`src/rtl/cache_pkg.sv`:
```
// Shared types and default geometry for the direct-mapped line cache.
package cache_pkg;

  localparam int DEF_INDEX_W = 3;
  localparam int PROC_ADDR_W = 30;
  localparam int OFFSET_W    = 2;
  localparam int DEF_TAG_W   = PROC_ADDR_W - OFFSET_W - DEF_INDEX_W;
  localparam int WORD_W      = 32;
  localparam int LINE_W      = 128;

  typedef enum logic [1:0] {
    ST_IDLE  = 2'd0,
    ST_WB    = 2'd1,
    ST_ALLOC = 2'd2
  } state_e;

endpackage

```
`src/rtl/cache_line_array.sv`:
```
// Valid/dirty/tag/data storage for every cache line: one asynchronous read port,
// a word write that marks the line dirty and a full-line fill that marks it clean.
module cache_line_array
  import cache_pkg::*;
#(
  parameter int INDEX_W = DEF_INDEX_W,
  parameter int TAG_W   = DEF_TAG_W
) (
  input  logic                clk,
  input  logic                srst_i,
  input  logic [INDEX_W-1:0]  rd_idx_i,
  output logic                rd_valid_o,
  output logic                rd_dirty_o,
  output logic [TAG_W-1:0]    rd_tag_o,
  output logic [LINE_W-1:0]   rd_data_o,
  input  logic                word_we_i,
  input  logic [INDEX_W-1:0]  word_idx_i,
  input  logic [OFFSET_W-1:0] word_sel_i,
  input  logic [WORD_W-1:0]   word_data_i,
  input  logic                fill_we_i,
  input  logic [INDEX_W-1:0]  fill_idx_i,
  input  logic [TAG_W-1:0]    fill_tag_i,
  input  logic [LINE_W-1:0]   fill_data_i
);

  localparam int NUM_BLOCKS = 2 ** INDEX_W;

  logic [NUM_BLOCKS-1:0] valid_vec;
  logic [NUM_BLOCKS-1:0] dirty_vec;
  logic [TAG_W-1:0]      tag_q  [NUM_BLOCKS];
  logic [LINE_W-1:0]     data_q [NUM_BLOCKS];

  // Only the status bits are reset; tag/data contents are meaningless until a fill.
  for (genvar gi = 0; gi < NUM_BLOCKS; gi++) begin : g_line
    logic valid_q;
    logic dirty_q;

    always_ff @(posedge clk) begin
      if (srst_i) begin
        valid_q <= 1'b0;
        dirty_q <= 1'b0;
      end else if (fill_we_i && fill_idx_i == INDEX_W'(gi)) begin
        valid_q <= 1'b1;
        dirty_q <= 1'b0;
      end else if (word_we_i && word_idx_i == INDEX_W'(gi)) begin
        dirty_q <= 1'b1;
      end
    end

    assign valid_vec[gi] = valid_q;
    assign dirty_vec[gi] = dirty_q;
  end

  always_ff @(posedge clk) begin
    if (fill_we_i) begin
      tag_q[fill_idx_i]  <= fill_tag_i;
      data_q[fill_idx_i] <= fill_data_i;
    end else if (word_we_i) begin
      data_q[word_idx_i][{word_sel_i, 5'd0} +: WORD_W] <= word_data_i;
    end
  end

  assign rd_valid_o = valid_vec[rd_idx_i];
  assign rd_dirty_o = dirty_vec[rd_idx_i];
  assign rd_tag_o   = tag_q[rd_idx_i];
  assign rd_data_o  = data_q[rd_idx_i];

endmodule

```
`src/rtl/dcache_direct_mapped.sv`:
```
// Direct-mapped write-back/write-allocate cache: combinational hits, stalls the
// processor on a miss while the dirty victim is written back and the line fetched.
module dcache_direct_mapped
  import cache_pkg::*;
#(
  parameter int INDEX_W = DEF_INDEX_W,
  parameter int TAG_W   = DEF_TAG_W
) (
  input  logic                     clk,
  input  logic                     proc_reset,
  input  logic                     proc_read,
  input  logic                     proc_write,
  input  logic [PROC_ADDR_W-1:0]   proc_addr,
  input  logic [WORD_W-1:0]        proc_wdata,
  output logic [WORD_W-1:0]        proc_rdata,
  output logic                     proc_stall,
  output logic                     mem_read,
  output logic                     mem_write,
  output logic [TAG_W+INDEX_W-1:0] mem_addr,
  output logic [LINE_W-1:0]        mem_wdata,
  input  logic [LINE_W-1:0]        mem_rdata,
  input  logic                     mem_ready
);

  localparam int TAG_LSB = OFFSET_W + INDEX_W;

  logic [OFFSET_W-1:0] req_word;
  logic [INDEX_W-1:0]  req_idx;
  logic [TAG_W-1:0]    req_tag;
  logic                request;
  logic                hit;

  logic                line_valid;
  logic                line_dirty;
  logic [TAG_W-1:0]    line_tag;
  logic [LINE_W-1:0]   line_data;

  logic                word_we;
  logic                fill_we;

  state_e                   state_q;
  logic                     mem_read_q;
  logic                     mem_write_q;
  logic [TAG_W+INDEX_W-1:0] mem_addr_q;
  logic [LINE_W-1:0]        mem_wdata_q;

  assign req_word = proc_addr[OFFSET_W-1:0];
  assign req_idx  = proc_addr[TAG_LSB-1:OFFSET_W];
  assign req_tag  = proc_addr[PROC_ADDR_W-1:TAG_LSB];
  assign request  = proc_read | proc_write;
  assign hit      = line_valid && (line_tag == req_tag);

  // Reset outranks any write or fill that happens to coincide with it.
  assign word_we = !proc_reset && (state_q == ST_IDLE) && proc_write && hit;
  assign fill_we = !proc_reset && (state_q == ST_ALLOC) && mem_ready;

  cache_line_array #(
    .INDEX_W (INDEX_W),
    .TAG_W   (TAG_W)
  ) u_lines (
    .clk         (clk),
    .srst_i      (proc_reset),
    .rd_idx_i    (req_idx),
    .rd_valid_o  (line_valid),
    .rd_dirty_o  (line_dirty),
    .rd_tag_o    (line_tag),
    .rd_data_o   (line_data),
    .word_we_i   (word_we),
    .word_idx_i  (req_idx),
    .word_sel_i  (req_word),
    .word_data_i (proc_wdata),
    .fill_we_i   (fill_we),
    .fill_idx_i  (req_idx),
    .fill_tag_i  (req_tag),
    .fill_data_i (mem_rdata)
  );

  assign proc_stall = (state_q != ST_IDLE) || (request && !hit);
  assign proc_rdata = (proc_read && !proc_stall) ? line_data[{req_word, 5'd0} +: WORD_W] : '0;

  // The processor holds the request stable while stalled, so the fetch address can be
  // taken from proc_addr when entering ALLOC and still be registered, not combinational.
  always_ff @(posedge clk) begin
    if (proc_reset) begin
      state_q     <= ST_IDLE;
      mem_read_q  <= 1'b0;
      mem_write_q <= 1'b0;
      mem_addr_q  <= '0;
      mem_wdata_q <= '0;
    end else begin
      case (state_q)
        ST_IDLE: begin
          if (request && !hit) begin
            if (line_valid && line_dirty) begin
              state_q     <= ST_WB;
              mem_write_q <= 1'b1;
              mem_addr_q  <= {line_tag, req_idx};
              mem_wdata_q <= line_data;
            end else begin
              state_q    <= ST_ALLOC;
              mem_read_q <= 1'b1;
              mem_addr_q <= {req_tag, req_idx};
            end
          end
        end
        ST_WB: begin
          if (mem_ready) begin
            state_q     <= ST_ALLOC;
            mem_write_q <= 1'b0;
            mem_read_q  <= 1'b1;
            mem_addr_q  <= {req_tag, req_idx};
            mem_wdata_q <= '0;
          end
        end
        ST_ALLOC: begin
          if (mem_ready) begin
            state_q    <= ST_IDLE;
            mem_read_q <= 1'b0;
            mem_addr_q <= '0;
          end
        end
        default: begin
          state_q     <= ST_IDLE;
          mem_read_q  <= 1'b0;
          mem_write_q <= 1'b0;
        end
      endcase
    end
  end

  assign mem_read  = mem_read_q;
  assign mem_write = mem_write_q;
  assign mem_addr  = mem_addr_q;
  assign mem_wdata = mem_wdata_q;

endmodule

```
`config.mk`:
```
export PLATFORM = sky130hd
export DESIGN_NAME = dcache_direct_mapped
export DESIGN_NICKNAME = d
export VERILOG_FILES = /design/src/rtl/cache_pkg.sv /design/src/rtl/cache_line_array.sv /design/src/rtl/dcache_direct_mapped.sv
export SDC_FILE = /design/constraint.sdc
export NUM_CORES = 1
export LEC_CHECK = 0
export BUFFER_PORTS_ARGS = -buffer_cell sky130_fd_sc_hd__buf_2
export CORE_MARGIN = 2
export CORE_UTILIZATION = 45
export CTS_CLUSTER_DIAMETER = 40
export CTS_CLUSTER_SIZE = 28
export DETAILED_ROUTE_END_ITERATION = 8
export GPL_TIMING_DRIVEN = 0
export PLACE_DENSITY_LB_ADDON = 0.05
export SYNTH_ARGS = -nofsm -noshare
export SYNTH_HDL_FRONTEND = slang
export SYNTH_SLANG_ARGS = --single-unit
export TNS_END_PERCENT = 1
```
`constraint.sdc`:
```
create_clock -name clk -period 6.3 [get_ports clk]
set_clock_uncertainty 0.05 [all_clocks]
set_input_delay 0.63 -clock clk [delete_from_list [all_inputs] [get_ports clk]]
set_output_delay 0.63 -clock clk [all_outputs]
set_load 0.02 [all_outputs]
```
==> results.toml <==
[pwr]
pwr-share-clk = 0.473
comb_power_share = 0.083
switching_share = 0.2433
p_per_area_nw_per_um2 = 331.9
power_leakage_nw = 26.02
max-vdd-ir-drop_uv = 259.8
power_frac_seq = 0.444
p_int_w = 0.01767
p_switching_w = 0.005679

[outcome]
violations = "capacitance limit, slew limit, setup timing"
outcome = "finished, violations left"

[final_layout]
final_util = 0.5501
final_layout_size_suffix_gt1_frac = 0.2628
final_area_sq_um = 70330
final_cells = 6225
final.fill_count = 10560
areaGrowthSynthToFinish_pct = 21.14
fin_nets = 4594

[synth]
synth_compound_area_frac = 0.01819
synth-simple-area-share = 0.08820
synth_top_family_by_area = "multiplexers"
ys_types = 50
synth-xor-area-share = 0.003620
ys_seq_area_frac = 0.6937
postSynthCellCount = 3757
synthTopCellsByArea = "edfxtp_1, mux4_2, dfxtp_1"
syn_avg_cell_area_sq_um = 15.45
synthTopCellsByCount = "edfxtp_1, nand2_1, mux2i_1"
syn_nets = 3961
yosysMostFrequentCell = "edfxtp_1"
synth_top_area_frac = 0.6330
ys_seq_elements = 1400
synthFlopType = "edfxtp_1"
synth_fa_ha_area_frac = 0.001939
yosysWarningCount = 0
synthMuxAreaShare = 0.1673
yosys.area.top_type = "edfxtp_1"
synth_enable_flop_cells = 1224
synth_area_sq_um = 58060
synthArstFlopShare = 0

[placed_design]
portBuffers = 385
gp_congestion = 0.9345
placed_area_sq_um = 63660
place_inst = 5852
dp_hpwl_mm = 143.0

[floorplan]
die_w_um = 363.2
rows = 131
die_y_um = 363.2
dieArea_sq_um = 131900
fp.coreArea_sq_um = 127800
boundaryPins = 386
initial_core_util = 0.4541

[sta]
tightest_slew_ps = 1526
fin_crit_sh = 1.003
setup_viol = 1
relSlewSlack = -0.01758
rsz0062_at_grt = "no"
hold_viol = 0
slew_violations = 11
whs_ps = 91.70
worst_slack_ps = -18.87
fmax_ghz = 0.1583
fin_crit_ps = 6319

[setup_path]
crit_fanout = 10
critPathKind = "in -> out"
cp_top_family = "buffers and inverters"
crit_buf_inv = 7
crit_required_ps = 5620
startpoint_type = "input port"
crit_path_frequent_cell = "buf_2"
cp_slowest_stage_delay_ps = 1120
endpoint_kind = "primary output"
worstPathCellList = "buf_2 > buf_2 > buf_2 > clkbuf_2 > clkbuf_1 > clkbuf_1 > nand2_1 > nand2_1 > nor2_1 > or3_1 > a21oi_1 > buf_2"
arrival_ps = 5640
slowest_stage = "clkbuf_1"

[cts]
numCtsBuffers = 190
clk_path_buf_depth = 3
worstSkewPairLatency_ps = 810
cts_tree = "built"
htree_levels = 4
clkTransAtPathRegs_ps = 50
cts_root_buf = "clkbuf_16"
numClockSinks = 1400

[grt]
grtUsageMet2 = 0.4581
overflow = 0
grt_max_degree = 22
grtUsageTotal = 0.2996
groute.layer.met3.usage = 0.08808
grt_pass1_vias = 34770
grt_pass1_wl_mm = 270.8
antenna_found_initial = 14
grt_use_met1 = 0.4162
globalRoute.busiestLayer = "met2"

[route]
avgRoutedWirePerCell_um = 31.90
ant_nets = 0
vias = 35860
initialDrtViolationCount = 4555
first_pass_iters = 6
drt_wl_total_mm = 198.6
drc_errors = 0
viasPerCell = 5.761

[run]
max-cap-violations = 1

[min_path]
min_path_type = "in -> reg"
[cell type report]
type / count / area, sq um / share of cell area
tap: 1662 / 2079 / 0.02957
antenna: 9 / 22.52 / 0.0003202
multi-input combinational: 1978 / 16630 / 0.2365
buffer: 231 / 1028 / 0.01462
clock buffer: 226 / 5034 / 0.07157
clock inverter: 130 / 1531 / 0.02177
inverter: 147 / 551.8 / 0.007845
sequential: 1400 / 40280 / 0.5727
timing repair buffer: 442 / 3173 / 0.04511
[cells by family after synthesis]
| family | Yosys count |
|---|---|
| AOI/OAI and AO/OA | 172 |
| adders and majority gates | 9 |
| xor gates and xnor gates | 24 |
| buffers and inverters | 379 |
| and+or+nand+nor | 1151 |
| DFF | 1400 |
| muxes | 622 |
[cell usage in the layout, fill, tap and decap left out, types with 20 or more instances in the layout]
cell type | Yosys | final
a21oi_1 | 77 | 45
a21oi_4 | 0 | 32
a31oi_1 | 21 | 21
buf_12 | 0 | 20
buf_16 | 0 | 28
buf_2 | 56 | 441
buf_4 | 20 | 28
bufinv_16 | 0 | 25
clkbuf_1 | 141 | 157
clkbuf_16 | 0 | 193
clkinv_2 | 0 | 28
dfxtp_1 | 176 | 176
edfxtp_1 | 1224 | 1224
inv_1 | 146 | 146
inv_6 | 0 | 20
mux2_2 | 40 | 40
mux2i_1 | 300 | 300
mux4_2 | 274 | 274
nand2_1 | 655 | 655
nand2b_1 | 152 | 152
nor2_1 | 195 | 187
nor2b_1 | 32 | 32
o22ai_1 | 23 | 23
or3_1 | 67 | 67
xor2_1 | 21 | 21
[per-layer routing]
| layer | wire, um | vias up | share of wire |
|---|---|---|---|
| met5 | 27 | - | 0.00014 |
| met2 | 90380 | 1725 | 0.46 |
| met3 | 20930 | 244 | 0.11 |
| met1 | 81490 | 18610 | 0.41 |
| met4 | 5749 | 4 | 0.029 |
| li1 | - | 15280 | - |
[final timing paths]
kind                                            end                                    from  cells after the start  slack (ps)
max                                  proc_rdata[21]                            proc_addr[4]                     12         -20
min                   u_lines.tag_q[5][2]$_DFFE_PP_                            proc_addr[7]                      1          90
max reg2reg         u_lines.data_q[2][45]$_DFFE_PP_          u_lines.tag_q[4][17]$_DFFE_PP_                     12        1270
min reg2reg  u_lines.g_line[7].dirty_q$_SDFFE_PP0P_  u_lines.g_line[7].dirty_q$_SDFFE_PP0P_                      2         420
[registers in the layout, summed over array words and instances (netlist names)]
signal	flops
u_lines.tag_q	200
u_lines.g_line.valid_q	8
u_lines.g_line.dirty_q	8
mem_write	1
u_lines.data_q	1024
mem_addr	28
state_q	2
mem_read	1
mem_wdata	128
[what timing repair did]
item	4_1_cts	5_1_grt
buffers inserted	6	2
hold buffers	0	0
resized for setup	2	14
endpoints found under the setup margin	78	27
pin swaps	2	1
[per-stage QoR]
| step | setup slack (ps) | setup TNS, ps | power [W] |
|---|---|---|---|
| CTS | 29.12 | 0 | 0.02342 |
| global placement | -2893 | -2881410 | 0.01244 |
| finish | -18.87 | -18.87 | 0.02335 |
| floorplan | 1361 | 0 | 0.01157 |
| detailed placement | -850.9 | -619090 | 0.01248 |
| global route | 51.28 | 0 | 0.02393 |
[power groups by stage]
stage,registers (W),clock network (W),logic [W]
after global placement,0.0106,0,0.00189
after global routing,0.0104,0.0115,0.00204
final,0.0104,0.0110,0.00194
after floorplan,0.0106,0,0.000947
after CTS,0.0104,0.0111,0.00194
after detailed placement,0.0106,0,0.00193
[worst register-to-register path, delay by kind of cell (launching register included)]
family	cells	cell delay [ps]
AO/OA/AOI/OAI	3	1480
XOR/XNOR	1	370
buffers and inverters	4	1340
flip-flops	1	350
multiplexers	1	270
AND/OR/NAND/NOR	3	850
Power figures use the tool's default switching activity.
